==> src/rtl/mod_pkg.sv <==
// Shared types and constants for the streaming modular accumulator.
package mod_pkg;

    localparam int unsigned DEF_BITWIDTH = 32;
    localparam int unsigned DEF_CNTW     = 8;

    typedef enum logic [1:0] {
        IDLE = 2'd0,
        ACC  = 2'd1,
        OUT  = 2'd2
    } accStateT;

    // Longest frame a CNTW-bit length field can describe.
    function automatic int unsigned maxLen(input int unsigned cntw);
        return (32'd1 << cntw) - 32'd1;
    endfunction

endpackage

==> src/rtl/mod_if.sv <==
// Operand stream in, frame result out, plus control and status of mod_acc.
interface mod_if #(
    parameter int unsigned BITWIDTH = 32,
    parameter int unsigned CNTW     = 8
) ();

    logic                iEn;
    logic                iClr;
    logic [BITWIDTH-1:0] iQ;
    logic [CNTW-1:0]     iLen;
    logic                iValid;
    logic                oReady;
    logic [BITWIDTH-1:0] iData;
    logic                oValid;
    logic                iReady;
    logic [BITWIDTH-1:0] oData;
    logic [CNTW-1:0]     oCount;
    logic                oBusy;

    modport master (
        output iEn, iClr, iQ, iLen, iValid, iData, iReady,
        input  oReady, oValid, oData, oCount, oBusy
    );

    modport slave (
        input  iEn, iClr, iQ, iLen, iValid, iData, iReady,
        output oReady, oValid, oData, oCount, oBusy
    );

endinterface

==> src/rtl/mod_adder.sv <==
// Combinational (a + b) mod q for a, b < q; one extra sum bit absorbs the carry.
module mod_adder #(
    parameter int unsigned BITWIDTH = 32
) (
    input  logic [BITWIDTH-1:0] iA,
    input  logic [BITWIDTH-1:0] iB,
    input  logic [BITWIDTH-1:0] iQ,
    output logic [BITWIDTH-1:0] oSum_c
);

    localparam int unsigned SW = BITWIDTH + 1;

    logic [SW-1:0] sumWide;
    logic [SW-1:0] qWide;

    always_comb begin
        sumWide = SW'(iA) + SW'(iB);
        qWide   = SW'(iQ);
        oSum_c  = (sumWide >= qWide) ? BITWIDTH'(sumWide - qWide) : BITWIDTH'(sumWide);
    end

endmodule

==> src/rtl/mod_acc.sv <==
// Streaming modular accumulator: sums iLen operands mod iQ, one result per frame.
module mod_acc
    import mod_pkg::*;
#(
    parameter int unsigned BITWIDTH = DEF_BITWIDTH,
    parameter int unsigned CNTW     = DEF_CNTW
) (
    input  logic iClk,
    input  logic iRstN,
    mod_if.slave bus
);

    accStateT state, stateNext;

    logic [BITWIDTH-1:0] acc, accNext;
    logic [BITWIDTH-1:0] qReg, qNext;
    logic [CNTW-1:0]     lenReg, lenNext;
    logic [CNTW-1:0]     cnt, cntNext;
    logic                oValidReg, oBusyReg;

    logic [BITWIDTH-1:0] addA, addQ, addSum;
    logic [CNTW-1:0]     effLen, cntInc;
    logic                ready, accept;

    // Reset gating keeps oReady low while the block is held in reset.
    assign ready  = iRstN & bus.iEn & ~bus.iClr & (state != OUT);
    assign accept = bus.iValid & ready;
    assign effLen = (bus.iLen == '0) ? CNTW'(1) : bus.iLen;
    assign cntInc = CNTW'(cnt + CNTW'(1));

    // First beat adds to zero under the incoming modulus; later beats use the latched one.
    assign addA = (state == IDLE) ? '0     : acc;
    assign addQ = (state == IDLE) ? bus.iQ : qReg;

    mod_adder #(
        .BITWIDTH (BITWIDTH)
    ) uAdder (
        .iA     (addA),
        .iB     (bus.iData),
        .iQ     (addQ),
        .oSum_c (addSum)
    );

    always_ff @(posedge iClk or negedge iRstN) begin
        if (!iRstN) begin
            state <= IDLE;
        end else begin
            state <= stateNext;
        end
    end

    always_comb begin
        stateNext = state;
        accNext   = acc;
        qNext     = qReg;
        lenNext   = lenReg;
        cntNext   = cnt;
        if (bus.iClr) begin
            stateNext = IDLE;
            accNext   = '0;
            cntNext   = '0;
        end else begin
            case (state)
                IDLE: begin
                    if (accept) begin
                        qNext     = bus.iQ;
                        lenNext   = effLen;
                        accNext   = addSum;
                        cntNext   = CNTW'(1);
                        stateNext = (effLen == CNTW'(1)) ? OUT : ACC;
                    end
                end
                ACC: begin
                    if (accept) begin
                        accNext = addSum;
                        cntNext = cntInc;
                        if (cntInc == lenReg) begin
                            stateNext = OUT;
                        end
                    end
                end
                OUT: begin
                    if (bus.iReady) begin
                        stateNext = IDLE;
                        accNext   = '0;
                        cntNext   = '0;
                    end
                end
                default: begin
                    stateNext = IDLE;
                    accNext   = '0;
                    cntNext   = '0;
                end
            endcase
        end
    end

    always_ff @(posedge iClk or negedge iRstN) begin
        if (!iRstN) begin
            acc       <= '0;
            qReg      <= '0;
            lenReg    <= '0;
            cnt       <= '0;
            oValidReg <= 1'b0;
            oBusyReg  <= 1'b0;
        end else begin
            acc       <= accNext;
            qReg      <= qNext;
            lenReg    <= lenNext;
            cnt       <= cntNext;
            oValidReg <= (stateNext == OUT);
            oBusyReg  <= (stateNext != IDLE);
        end
    end

    assign bus.oReady = ready;
    assign bus.oValid = oValidReg;
    assign bus.oBusy  = oBusyReg;
    assign bus.oData  = acc;
    assign bus.oCount = cnt;

endmodule
==> src/flat_wrapper.sv <==
// flat-port wrapper written by rule: the top's interface ports become plain ports
module mod_acc_flat import mod_pkg::*;
#(
    parameter int unsigned BITWIDTH = DEF_BITWIDTH,
    parameter int unsigned CNTW     = DEF_CNTW
)
  (iClk, iRstN, bus_iEn, bus_iClr, bus_iQ, bus_iLen, bus_iValid, bus_iData, bus_iReady, bus_oReady, bus_oValid, bus_oData, bus_oCount, bus_oBusy);
  mod_if #(.BITWIDTH(BITWIDTH), .CNTW(CNTW)) bus_i ();
  input  logic iClk;
  input  logic iRstN;
  input wire logic [$bits(bus_i.iEn)-1:0] bus_iEn;
  input wire logic [$bits(bus_i.iClr)-1:0] bus_iClr;
  input wire logic [$bits(bus_i.iQ)-1:0] bus_iQ;
  input wire logic [$bits(bus_i.iLen)-1:0] bus_iLen;
  input wire logic [$bits(bus_i.iValid)-1:0] bus_iValid;
  input wire logic [$bits(bus_i.iData)-1:0] bus_iData;
  input wire logic [$bits(bus_i.iReady)-1:0] bus_iReady;
  output wire logic [$bits(bus_i.oReady)-1:0] bus_oReady;
  output wire logic [$bits(bus_i.oValid)-1:0] bus_oValid;
  output wire logic [$bits(bus_i.oData)-1:0] bus_oData;
  output wire logic [$bits(bus_i.oCount)-1:0] bus_oCount;
  output wire logic [$bits(bus_i.oBusy)-1:0] bus_oBusy;
  assign bus_i.iEn = bus_iEn;
  assign bus_i.iClr = bus_iClr;
  assign bus_i.iQ = bus_iQ;
  assign bus_i.iLen = bus_iLen;
  assign bus_i.iValid = bus_iValid;
  assign bus_i.iData = bus_iData;
  assign bus_i.iReady = bus_iReady;
  assign bus_oReady = bus_i.oReady;
  assign bus_oValid = bus_i.oValid;
  assign bus_oData = bus_i.oData;
  assign bus_oCount = bus_i.oCount;
  assign bus_oBusy = bus_i.oBusy;
  mod_acc #(.BITWIDTH(BITWIDTH), .CNTW(CNTW)) u_core (.iClk(iClk), .iRstN(iRstN), .bus(bus_i));
endmodule
==> config.mk <==
export PLATFORM = sky130hd
export DESIGN_NAME = mod_acc_flat
export DESIGN_NICKNAME = d
export VERILOG_FILES = /design/src/rtl/mod_pkg.sv /design/src/rtl/mod_if.sv /design/src/rtl/mod_adder.sv /design/src/rtl/mod_acc.sv /design/src/flat_wrapper.sv
export SDC_FILE = /design/constraint.sdc
export NUM_CORES = 1
export LEC_CHECK = 0
export BUFFER_PORTS_ARGS = -buffer_cell sky130_fd_sc_hd__clkbuf_2
export CORE_ASPECT_RATIO = 2
export CORE_MARGIN = 2
export CORE_UTILIZATION = 63
export CTS_CLUSTER_SIZE = 20
export DETAILED_ROUTE_END_ITERATION = 6
export PLACE_DENSITY = 0.83
export SETUP_SLACK_MARGIN = 0.5
export SYNTH_ARGS = -nofsm -noshare
export SYNTH_HDL_FRONTEND = slang
export SYNTH_SLANG_ARGS = --single-unit
==> constraint.sdc <==
create_clock -name iClk -period 15.6 [get_ports iClk]
set_clock_uncertainty 0.15 [all_clocks]
set_input_delay 3.12 -clock iClk [delete_from_list [all_inputs] [get_ports iClk]]
set_output_delay 3.12 -clock iClk [all_outputs]
set_load 0.05 [all_outputs]
==> impl_metrics.csv, run 1 <==
group,metric,value,unit
outcome,status,"finished, final reports clean",
timing,finalWorstSetupSlack,7.02,ns
logic_synthesis,async_reset_ff_share,100,%
logic_synthesis,synth_nets,983,
logic_synthesis,seq_area_frac_synth,27.6,%
logic_synthesis,ys_ff_latch,84,
final_layout,nFillCells,931,
placed_design,finalWeightedCongestion,0.964,
detailed_routing,wl,20800,um
final_layout,syn_to_final_growth,13.3,%
power_and_ir_drop,finalPower,0.791,mW
clock_network,cts_resized,0,
worst_setup_path,cp.arrival,8.66,ns
placed_design,hpwl,16100,um
grt,grt.total_usage,32.8,%
power_and_ir_drop,ir_worst_vdd,71.0,uV
timing,setup_tns,0,ns
floorplan,die_area,13000,sq um
timing,rsz0062_at_grt,"false",
final_layout,drive_gt1_share,21.6,%
clock_network,cts_root_buffer,"clkbuf_16",
final_layout,final_common_cell,"clkbuf_2",
clock_network,cts.path.max_buffers,2,
floorplan,io_pins,121,
grt,first_global_vias,7043,
clock_network,htree_levels,3,
detailed_routing,drtAntennaViolNets,0,
grt,grt_pass1_wl,33200,um
logic_synthesis,synth_cell_types,76,
clock_network,cts_setup_buffers,0,
final_layout,nets,1085,
detailed_routing,drtIter0Drc,337,
worst_hold_path,min_path_type,"reg2reg",
grt,antenna_found_initial,1,
worst_setup_path,worstSetupPathType,"in2reg",
detailed_routing,via_per_inst,6.34,
worst_setup_path,cp.required,15.68,ns
worst_setup_path,end_kind,"flop",
final_layout,layout_common_cells,"clkbuf_2, dfrtp_1, ha_1",
logic_synthesis,syn-instance-count,838,
logic_synthesis,synth_edf_count,0,
grt,grt_max_degree,45,
run,maxCapViolations,0,
logic_synthesis,synth_area,7620,sq um
detailed_routing,firstDrtPassIters,5,
power_and_ir_drop,p_per_area,91.6,nW/um^2
floorplan,start_util,64.7,%
floorplan,core,11800,sq um
detailed_routing,post_drt_wl_per_cell,19.1,um
timing,slew_headroom,34.2,%
timing,worst_slew_pin_slew,0.978,ns
logic_synthesis,ys_warn_count,0,
clock_network,cts_buffers,9,
timing,fmax,0.116,GHz
power_and_ir_drop,leakagePower,4.35,nW
clock_network,hold_buffers,0,
floorplan,die_h,160,um
clock_network,cts_tree,"done",
detailed_routing,via_count,6915,
floorplan,die_x,81.8,um
worst_setup_path,start_kind,"primary input",
logic_synthesis,ys.flop_type,"dfrtp_1",
detailed_routing,drc_errors,0,
logic_synthesis,synth_area_per_cell,9.09,sq um
timing,finalSetupViolations,0,
placed_design,port_buffers,120,
timing,fin_crit_sh,55.0,%
grt,grt_overflow,0,
timing,finalHoldViolations,0,
placed_design,place_ws,6.86,ns
clock_network,cts_num_sinks,84,
floorplan,placementRows,56,
worst_setup_path,cp_max_fo,29,
timing,maxSlewViolCount,0,
clock_network,clock_latency,0.35,ns
clock_network,cts.clk_slew.worst_paths,0.06,ns
timing,fin_crit,8.58,ns
## cell families (layout without fill, tap and decap cells)
kind of cell	Yosys count	after routing	synth area share, %
other	0	1	0
buffers and inverters	53	159	3.17
multiplexers	97	97	13.4
XOR/XNOR	72	72	8.28
flip-flops	84	84	27.6
AO/OA/AOI/OAI	235	235	21.0
AND/OR/NAND/NOR	230	230	15.3
adder cells (fa/ha/maj)	67	67	11.2
## critical path: stages
cell,delay [ns]
clkbuf_2,0.08
ha_1,0.39
nand3_1,0.12
a21boi_0,0.77
o2111ai_1,0.22
nand2_1,0.26
a211oi_1,0.12
o31a_1,0.31
o21ai_0,0.21
xor2_1,0.47
ha_1,0.39
o21ai_0,0.17
nand2b_1,0.10
a221oi_1,0.28
nor2_1,0.10
nand3b_1,0.09
o211ai_1,0.15
o21ai_2,0.23
o211ai_4,0.12
buf_4,0.31
and2_1,0.29
a221o_1,0.33
## report_power, final
group	switching [mW]	leakage [nW]	internal, mW
sequential	0.0201	1.09	0.248
combinational	0.158	3.09	0.117
clock	0.0877	0.168	0.159
total	0.266	4.35	0.525
## worst paths after layout
kind	start	depth (start not counted)	endpoint	slack [ns]
setup / recovery	bus_iData[3]	22	u_core.bus.oData[31]$_DFFE_PN0P_	7.02
hold / removal	u_core.bus.oData[8]$_DFFE_PN0P_	2	u_core.bus.oData[8]$_DFFE_PN0P_	0.35
setup reg to reg	u_core.state[0]$_DFF_PN0_	23	u_core.bus.oData[31]$_DFFE_PN0P_	8.44
hold reg to reg	u_core.bus.oData[8]$_DFFE_PN0P_	2	u_core.bus.oData[8]$_DFFE_PN0P_	0.35
max in group asynchronous	iRstN	2	u_core.qReg[9]$_DFFE_PN0P_	11.71
min in group asynchronous	iRstN	1	u_core.bus.oData[7]$_DFFE_PN0P_	2.60
## stage by stage
step	hold slack, ns	instance area [sq um]	util [%]	cells
2_1_floorplan	0.327	7620	-	838
3_3_place_gp	0.337	8290	70.4	1074
3_5_place_dp	0.343	8290	70.4	1074
4_1_cts	0.358	8630	73.3	1089
5_1_grt	0.372	8630	73.3	1090
6_report	0.353	8630	73.3	1090
## area by class of cell
type                            count  area [sq um]  share of cell area (%)
Timing Repair Buffer              127           656                    7.59
Clock inverter                      5           100                    1.16
Clock buffer                       10           239                    2.77
Antenna cell                        1          2.50                  0.0290
Sequential cell                    84          2100                    24.3
Tap cell                          145           181                    2.10
Multi-Input combinational cell    701          5290                    61.3
Inverter                           17          63.8                   0.739
## synth_stat cells, types with 3 or more instances
cell	count	share of area [%]
a21boi_0	3	0.30
and3_1	8	0.66
nand2_1	64	3.2
clkbuf_1	29	1.4
a31o_2	3	0.35
o21ai_0	31	2.0
o31ai_1	7	0.69
dfrtp_1	84	28
nor3_1	13	0.85
or3_1	3	0.25
o21ai_1	25	1.6
inv_1	16	0.79
a21o_1	36	3.5
nand2b_1	7	0.57
a211oi_1	8	0.79
a31oi_1	7	0.57
buf_2	3	0.20
nand3_1	19	1.2
nor2b_1	39	3.2
mux2i_1	56	7.4
nor4_1	4	0.33
o21a_1	9	0.89
nand4_1	10	0.82
xor2_1	26	3.0
o211ai_1	5	0.49
a21oi_1	54	3.5
mux2_2	41	6.1
or2_2	3	0.25
a2111oi_0	3	0.35
nor2_1	42	2.1
and2_1	6	0.49
xnor2_1	46	5.3
a221o_1	6	0.79
o21bai_1	7	0.69
ha_1	65	11
## sequential cells by signal, indices dropped and copies added (netlist names)
signal             flops
u_core.qReg           32
u_core.bus.oBusy       1
u_core.bus.oValid      1
u_core.state           2
u_core.lenReg          8
u_core.bus.oData      32
u_core.bus.oCount      8
## metal layers
metal  track usage (%)  wire length [um]
met1              33.4              7080
met2              57.9             11200
met3              4.99               896
met4              23.4              1640
met5                 0                 0
No activity file was read; power rests on OpenSTA's default activity.
==> inputs of run 2 (changes only) <==
- CORE_UTILIZATION: 63 -> 59
- PLACE_DENSITY: 0.83 -> 0.79
- clock period: 15.6 -> 8.31 ns (I/O delays scaled with it)
==> impl_metrics.csv, run 2 (synthesis gave the netlist of run 1 again) <==
group,metric,value,unit
final_layout,drive_gt1_share,21.6,%
outcome,status,"finished, final reports clean",
worst_hold_path,hold_start,"u_core.qReg[10]$_DFFE_PN0P_",
grt,grt_max_degree,45,
timing,fmax,0.138,GHz
floorplan,die_h,165,um
final_layout,register_area,2100,sq um
detailed_routing,drtAntennaViolNets,0,
grt,first_global_vias,6571,
floorplan,core,12600,sq um
detailed_routing,drtIter0Drc,268,
timing,rsz0062_at_grt,"false",
detailed_routing,via_per_inst,6.13,
worst_setup_path,worstSetupPathType,"in2reg",
timing,finalWorstSetupSlack,1.05,ns
floorplan,die_x,84.3,um
final_layout,nets,1085,
clock_network,cts_tree,"done",
grt,grt_overflow,0,
detailed_routing,wl_met1,7210,um
detailed_routing,wl_met2,11200,um
placed_design,port_buffers,120,
clock_network,cts_resized,0,
floorplan,die_area,13900,sq um
worst_setup_path,r2r_cells,23,
final_layout,final_common_cell,"clkbuf_2",
power_and_ir_drop,p_per_area,169,nW/um^2
detailed_routing,post_drt_wl_per_cell,18.1,um
final_layout,layout_common_cells,"clkbuf_2, dfrtp_1, ha_1",
worst_setup_path,start_kind,"primary input",
clock_network,hold_buffers,0,
power_and_ir_drop,ir_worst_vdd,139,uV
final_layout,syn_to_final_growth,13.2,%
clock_network,htree_levels,3,
timing,finalSetupViolations,0,
worst_setup_path,cp.arrival,7.39,ns
final_layout,antenna_cells,0,
clock_network,cts_num_sinks,84,
worst_hold_path,hold_end,"u_core.qReg[10]$_DFFE_PN0P_",
worst_setup_path,cp.required,8.44,ns
timing,maxSlewViolCount,0,
clock_network,cts.path.max_buffers,2,
clock_network,cts.clk_slew.worst_paths,0.06,ns
power_and_ir_drop,leakagePower,4.33,nW
detailed_routing,wl,19800,um
floorplan,io_pins,121,
final_layout,nFillCells,1067,
floorplan,placementRows,58,
timing,worst_slew_pin_slew,0.863,ns
detailed_routing,via_count,6707,
worst_setup_path,r2r_start,"u_core.state[0]$_DFF_PN0_",
clock_network,cts_setup_buffers,0,
timing,finalHoldViolations,0,
detailed_routing,drc_errors,0,
timing,setup_tns,0,ns
detailed_routing,wl_met3,611,um
placed_design,place_ws,0.812,ns
floorplan,start_util,60.3,%
grt,grt.total_usage,28.6,%
grt,grt_pass1_wl,31700,um
detailed_routing,top_layer,"met4",
worst_setup_path,regToRegEndpoint,"u_core.bus.oData[18]$_DFFE_PN0P_",
clock_network,clock_latency,0.35,ns
detailed_routing,firstDrtPassIters,4,
timing,fin_crit_sh,87.3,%
worst_setup_path,r2r_slack,1.43,ns
timing,fin_crit,7.26,ns
timing,slew_headroom,42.2,%
worst_setup_path,end_kind,"flop",
placed_design,finalWeightedCongestion,1.00,
run,maxCapViolations,0,
grt,antenna_found_initial,0,
placed_design,hpwl,15600,um
worst_hold_path,min_path_type,"reg2reg",
clock_network,cts_root_buffer,"clkbuf_16",
clock_network,cts_buffers,9,
worst_hold_path,holdPathStages,1,
worst_setup_path,cp_max_fo,17,
final_layout,multiInputGateArea,5290,sq um
==> run 2: cell type report <==
| class | instances | share of cell area [%] |
|---|---|---|
| Clock inverter | 5 | 0.972 |
| Inverter | 17 | 0.740 |
| Sequential cell | 84 | 24.4 |
| Tap cell | 150 | 2.18 |
| Clock buffer | 11 | 2.81 |
| Multi-Input combinational cell | 701 | 61.3 |
| Timing Repair Buffer | 127 | 7.60 |
==> run 2: worst max-delay path, cell delays in order <==
cell	delay (ns)
clkbuf_2	0.09
ha_1	0.22
fa_1	0.47
a211oi_2	0.27
o211ai_2	0.21
a221oi_2	0.44
o32ai_2	0.17
or4_1	0.45
a41o_1	0.22
a21oi_1	0.17
xnor2_1	0.12
ha_1	0.40
nand3_1	0.15
nor2_1	0.17
and3_1	0.24
nand2_1	0.07
o211ai_1	0.30
o21ai_2	0.12
o211ai_4	0.70
buf_4	0.31
and2_1	0.26
a221o_1	0.19
==> run 2: metal layers <==
metal | up-vias | global-route usage, %
met5 | - | 0
met4 | 0 | 12.6
met3 | 54 | 3.00
met2 | 151 | 55.9
met1 | 3214 | 30.2
li1 | 3288 | -
==> run 2: where the power goes <==
group	leakage [nW]	switching, mW	internal, mW
Sequential	1.09	0.0367	0.466
Clock	0.152	0.172	0.273
Combinational	3.09	0.292	0.221
==> run 2: through the flow <==
step / area (sq um) / utilization [%] / std cells / total power [mW] / hold WS [ns]
after global placement: 8300 / 65.7 / 1079 / 1.01 / 0.337
after CTS: 8620 / 68.3 / 1095 / 1.46 / 0.358
after global routing: 8620 / 68.3 / 1095 / 1.53 / 0.363
after detailed placement: 8300 / 65.7 / 1079 / 1.02 / 0.344
after floorplan: 7620 / - / 838 / 0.894 / 0.327
final: 8620 / 68.3 / 1095 / 1.46 / 0.355
==> run 2: worst max-delay path by stage <==
| stage | startpoint | to | slack (ns) |
|---|---|---|---|
| 6_report | bus_iData[0] | u_core.bus.oData[18]$_DFFE_PN0P_ | 1.05 |
| 5_1_grt | bus_iData[0] | u_core.bus.oData[18]$_DFFE_PN0P_ | 0.68 |
| 4_1_cts | bus_iData[0] | u_core.bus.oData[18]$_DFFE_PN0P_ | 1.15 |
| 3_5_place_dp | bus_iData[0] | u_core.bus.oData[18]$_DFFE_PN0P_ | 0.81 |
| 3_3_place_gp | bus_iData[0] | u_core.bus.oData[20]$_DFFE_PN0P_ | 0.97 |
| 2_1_floorplan | bus_iData[0] | u_core.bus.oData[18]$_DFFE_PN0P_ | 2.06 |
==> inputs of run 3 (changes only) <==
- ABC_AREA: unset -> 1
- CELL_PAD_IN_SITES_DETAIL_PLACEMENT: unset -> 0
- CELL_PAD_IN_SITES_GLOBAL_PLACEMENT: unset -> 1
- CORE_UTILIZATION: 59 -> 41
- PLACE_DENSITY: 0.79 -> 0.86
==> impl_metrics.csv, run 3 <==
group,metric,value,unit
power_and_ir_drop,clock_power_share,30.3,%
timing,slew_headroom,50.9,%
grt,grt_pass1_wl,49500,um
clock_network,cts_num_sinks,84,
clock_network,cts.path.max_buffers,2,
timing,finalWorstSetupSlack,2.61,ns
clock_network,clock_latency,0.36,ns
grt,grt_overflow,0,
detailed_routing,via_count,10312,
clock_network,hold_buffers,0,
logic_synthesis,async_reset_ff_share,100,%
power_and_ir_drop,cellInternalPower,0.854,mW
grt,antenna_found_initial,0,
final_layout,nFillCells,2631,
clock_network,cts.clk_slew.worst_paths,0.06,ns
final_layout,nets,1959,
power_and_ir_drop,seqPwrFrac,35.4,%
logic_synthesis,synth_common_cells,"nand2_1, inv_1, nor2_1",
logic_synthesis,syn-instance-count,1710,
worst_hold_path,min_path_type,"reg2reg",
placed_design,hpwl,27000,um
placed_design,finalWeightedCongestion,0.919,
logic_synthesis,synth_area,9620,sq um
worst_setup_path,start_kind,"primary input",
floorplan,placementRows,79,
logic_synthesis,synth_area_per_cell,5.62,sq um
floorplan,start_util,41.6,%
logic_synthesis,ys_warn_count,0,
detailed_routing,firstDrtPassIters,5,
final_layout,fin_cells,2101,
logic_synthesis,seq_area_frac_synth,21.9,%
logic_synthesis,synth_nets,1855,
timing,fin_crit,5.70,ns
timing,finalSetupViolations,0,
power_and_ir_drop,leakagePower,6.70,nW
timing,setup_tns,0,ns
final_layout,final_common_cell,"nand2_1",
timing,rsz0062_at_grt,"false",
detailed_routing,wl,31700,um
floorplan,die_h,221,um
worst_setup_path,end_kind,"flop",
logic_synthesis,netlist_top_cells_area,"nand2_1, dfrtp_1, inv_1",
logic_synthesis,synth_top_area_share,27.1,%
run,maxCapViolations,0,
detailed_routing,drtAntennaViolNets,0,
logic_synthesis,yosys.area.top_type,"nand2_1",
detailed_routing,drtIter0Drc,443,
worst_setup_path,cp.required,8.40,ns
power_and_ir_drop,p_sw_share,37.4,%
logic_synthesis,ys_ff_latch,84,
final_layout,drive_gt1_share,9.35,%
timing,finalHoldViolations,0,
clock_network,cts_setup_buffers,0,
detailed_routing,via_per_inst,4.91,
clock_network,htree_levels,3,
power_and_ir_drop,switchingPower,0.511,mW
clock_network,cts_buffers,9,
power_and_ir_drop,p_per_area,127,nW/um^2
placed_design,dp_cells,2086,
detailed_routing,drc_errors,0,
clock_network,cts_tree,"done",
logic_synthesis,ys.flop_type,"dfrtp_1",
clock_network,cts_root_buffer,"clkbuf_16",
power_and_ir_drop,finalPower,1.36,mW
power_and_ir_drop,ir_worst_vdd,105,uV
logic_synthesis,synth_edf_count,0,
grt,grt_max_degree,76,
floorplan,die_x,112,um
floorplan,die_area,24800,sq um
floorplan,io_pins,121,
grt,first_global_vias,10097,
final_layout,syn_to_final_growth,11.9,%
worst_setup_path,cp.arrival,5.79,ns
placed_design,port_buffers,120,
final_layout,layout_common_cells,"nand2_1, inv_1, nor2_1",
final_layout,antenna_cells,0,
logic_synthesis,synth_cell_types,40,
outcome,status,"finished, final reports clean",
floorplan,core,23100,sq um
timing,maxSlewViolCount,0,
placed_design,place_ws,2.32,ns
timing,fin_crit_sh,68.6,%
worst_setup_path,cp_max_fo,4,
worst_setup_path,worstSetupPathType,"in2reg",
clock_network,cts_resized,0,
timing,fmax,0.175,GHz
power_and_ir_drop,power_frac_comb,34.4,%
logic_synthesis,yosys.cell_count.top_type,"nand2_1",
grt,grt.total_usage,25.9,%
timing,worst_slew_pin_slew,0.730,ns
detailed_routing,post_drt_wl_per_cell,15.1,um
-- run 3: final timing paths --
check / start / to / slack, ns / cells past startpoint
worst max register to register: u_core.state[1]$_DFF_PN0_ / u_core.bus.oData[21]$_DFFE_PN0P_ / 2.84 / 24
worst min-delay path: u_core.qReg[5]$_DFFE_PN0P_ / u_core.qReg[5]$_DFFE_PN0P_ / 0.33 / 2
worst min register to register: u_core.qReg[5]$_DFFE_PN0P_ / u_core.qReg[5]$_DFFE_PN0P_ / 0.33 / 2
worst max-delay path: bus_iData[0] / u_core.bus.oData[21]$_DFFE_PN0P_ / 2.61 / 23
max in group asynchronous: iRstN / u_core.bus.oData[1]$_DFFE_PN0P_ / 5.82 / 2
min in group asynchronous: iRstN / u_core.lenReg[6]$_DFFE_PN0P_ / 1.12 / 1
-- run 3: power by group through the flow --
stage,Sequential [mW],Combinational (mW),Clock [mW]
2_1_floorplan,0.500,0.325,0
3_3_place_gp,0.488,0.466,0
3_5_place_dp,0.490,0.468,0
4_1_cts,0.482,0.470,0.427
5_1_grt,0.489,0.533,0.444
6_report,0.483,0.469,0.413
-- run 3: worst max-delay path: stages --
cell	delay, ns
clkbuf_2	0.09
ha_1	0.28
fa_1	0.53
nand3_1	0.15
nand3_2	0.13
nand2_1	0.09
nand2_1	0.14
nand2_1	0.09
nand2_1	0.13
xor2_1	0.27
inv_1	0.10
ha_1	0.36
nand2_1	0.14
nor2_2	0.16
inv_2	0.06
nor3_1	0.56
o21ai_0	0.39
nand3_1	0.16
nand2_1	0.07
nand2_1	0.06
nand2_1	0.05
nand3_1	0.07
nand2_1	0.05
-- run 3: metrics by stage --
step | cell area [sq um] | utilization [%] | hold slack (ns)
after global placement | 10500 | 45.2 | 0.311
after detailed placement | 10500 | 45.2 | 0.318
after floorplan | 9620 | - | 0.298
after CTS | 10800 | 46.5 | 0.334
final | 10800 | 46.5 | 0.332
after global routing | 10800 | 46.5 | 0.354
-- run 3: layout make-up --
type	instances	area (sq um)	area share [%]
repair buffers	126	648	6.02
clock buffers	10	239	2.22
clock inverters	5	61.3	0.570
flip-flops and latches	84	2100	19.5
well taps	283	354	3.29
multi-input cells	1236	6020	55.9
inverters	357	1340	12.5
-- run 3: cell families (layout without fill, tap and decap cells) --
logic type | after synthesis | in the layout | share of synthesized area (%)
simple gates | 998 | 998 | 42.5
buf+inv | 390 | 498 | 15.7
compound gates | 133 | 133 | 7.47
flops | 84 | 84 | 21.9
fa+ha+maj | 67 | 67 | 8.87
xor+xnor | 38 | 38 | 3.60
-- run 3: layer usage --
layer / routed length [um] / up-vias / share of wire (%) / global-route usage [%]
met5: 0 / - / 0 / 0
met4: 2470 / 0 / 7.8 / 18.2
met3: 837 / 100 / 2.6 / 2.44
met2: 17200 / 245 / 54 / 51.8
met1: 11200 / 4587 / 35 / 24.0
li1: - / 5380 / - / -
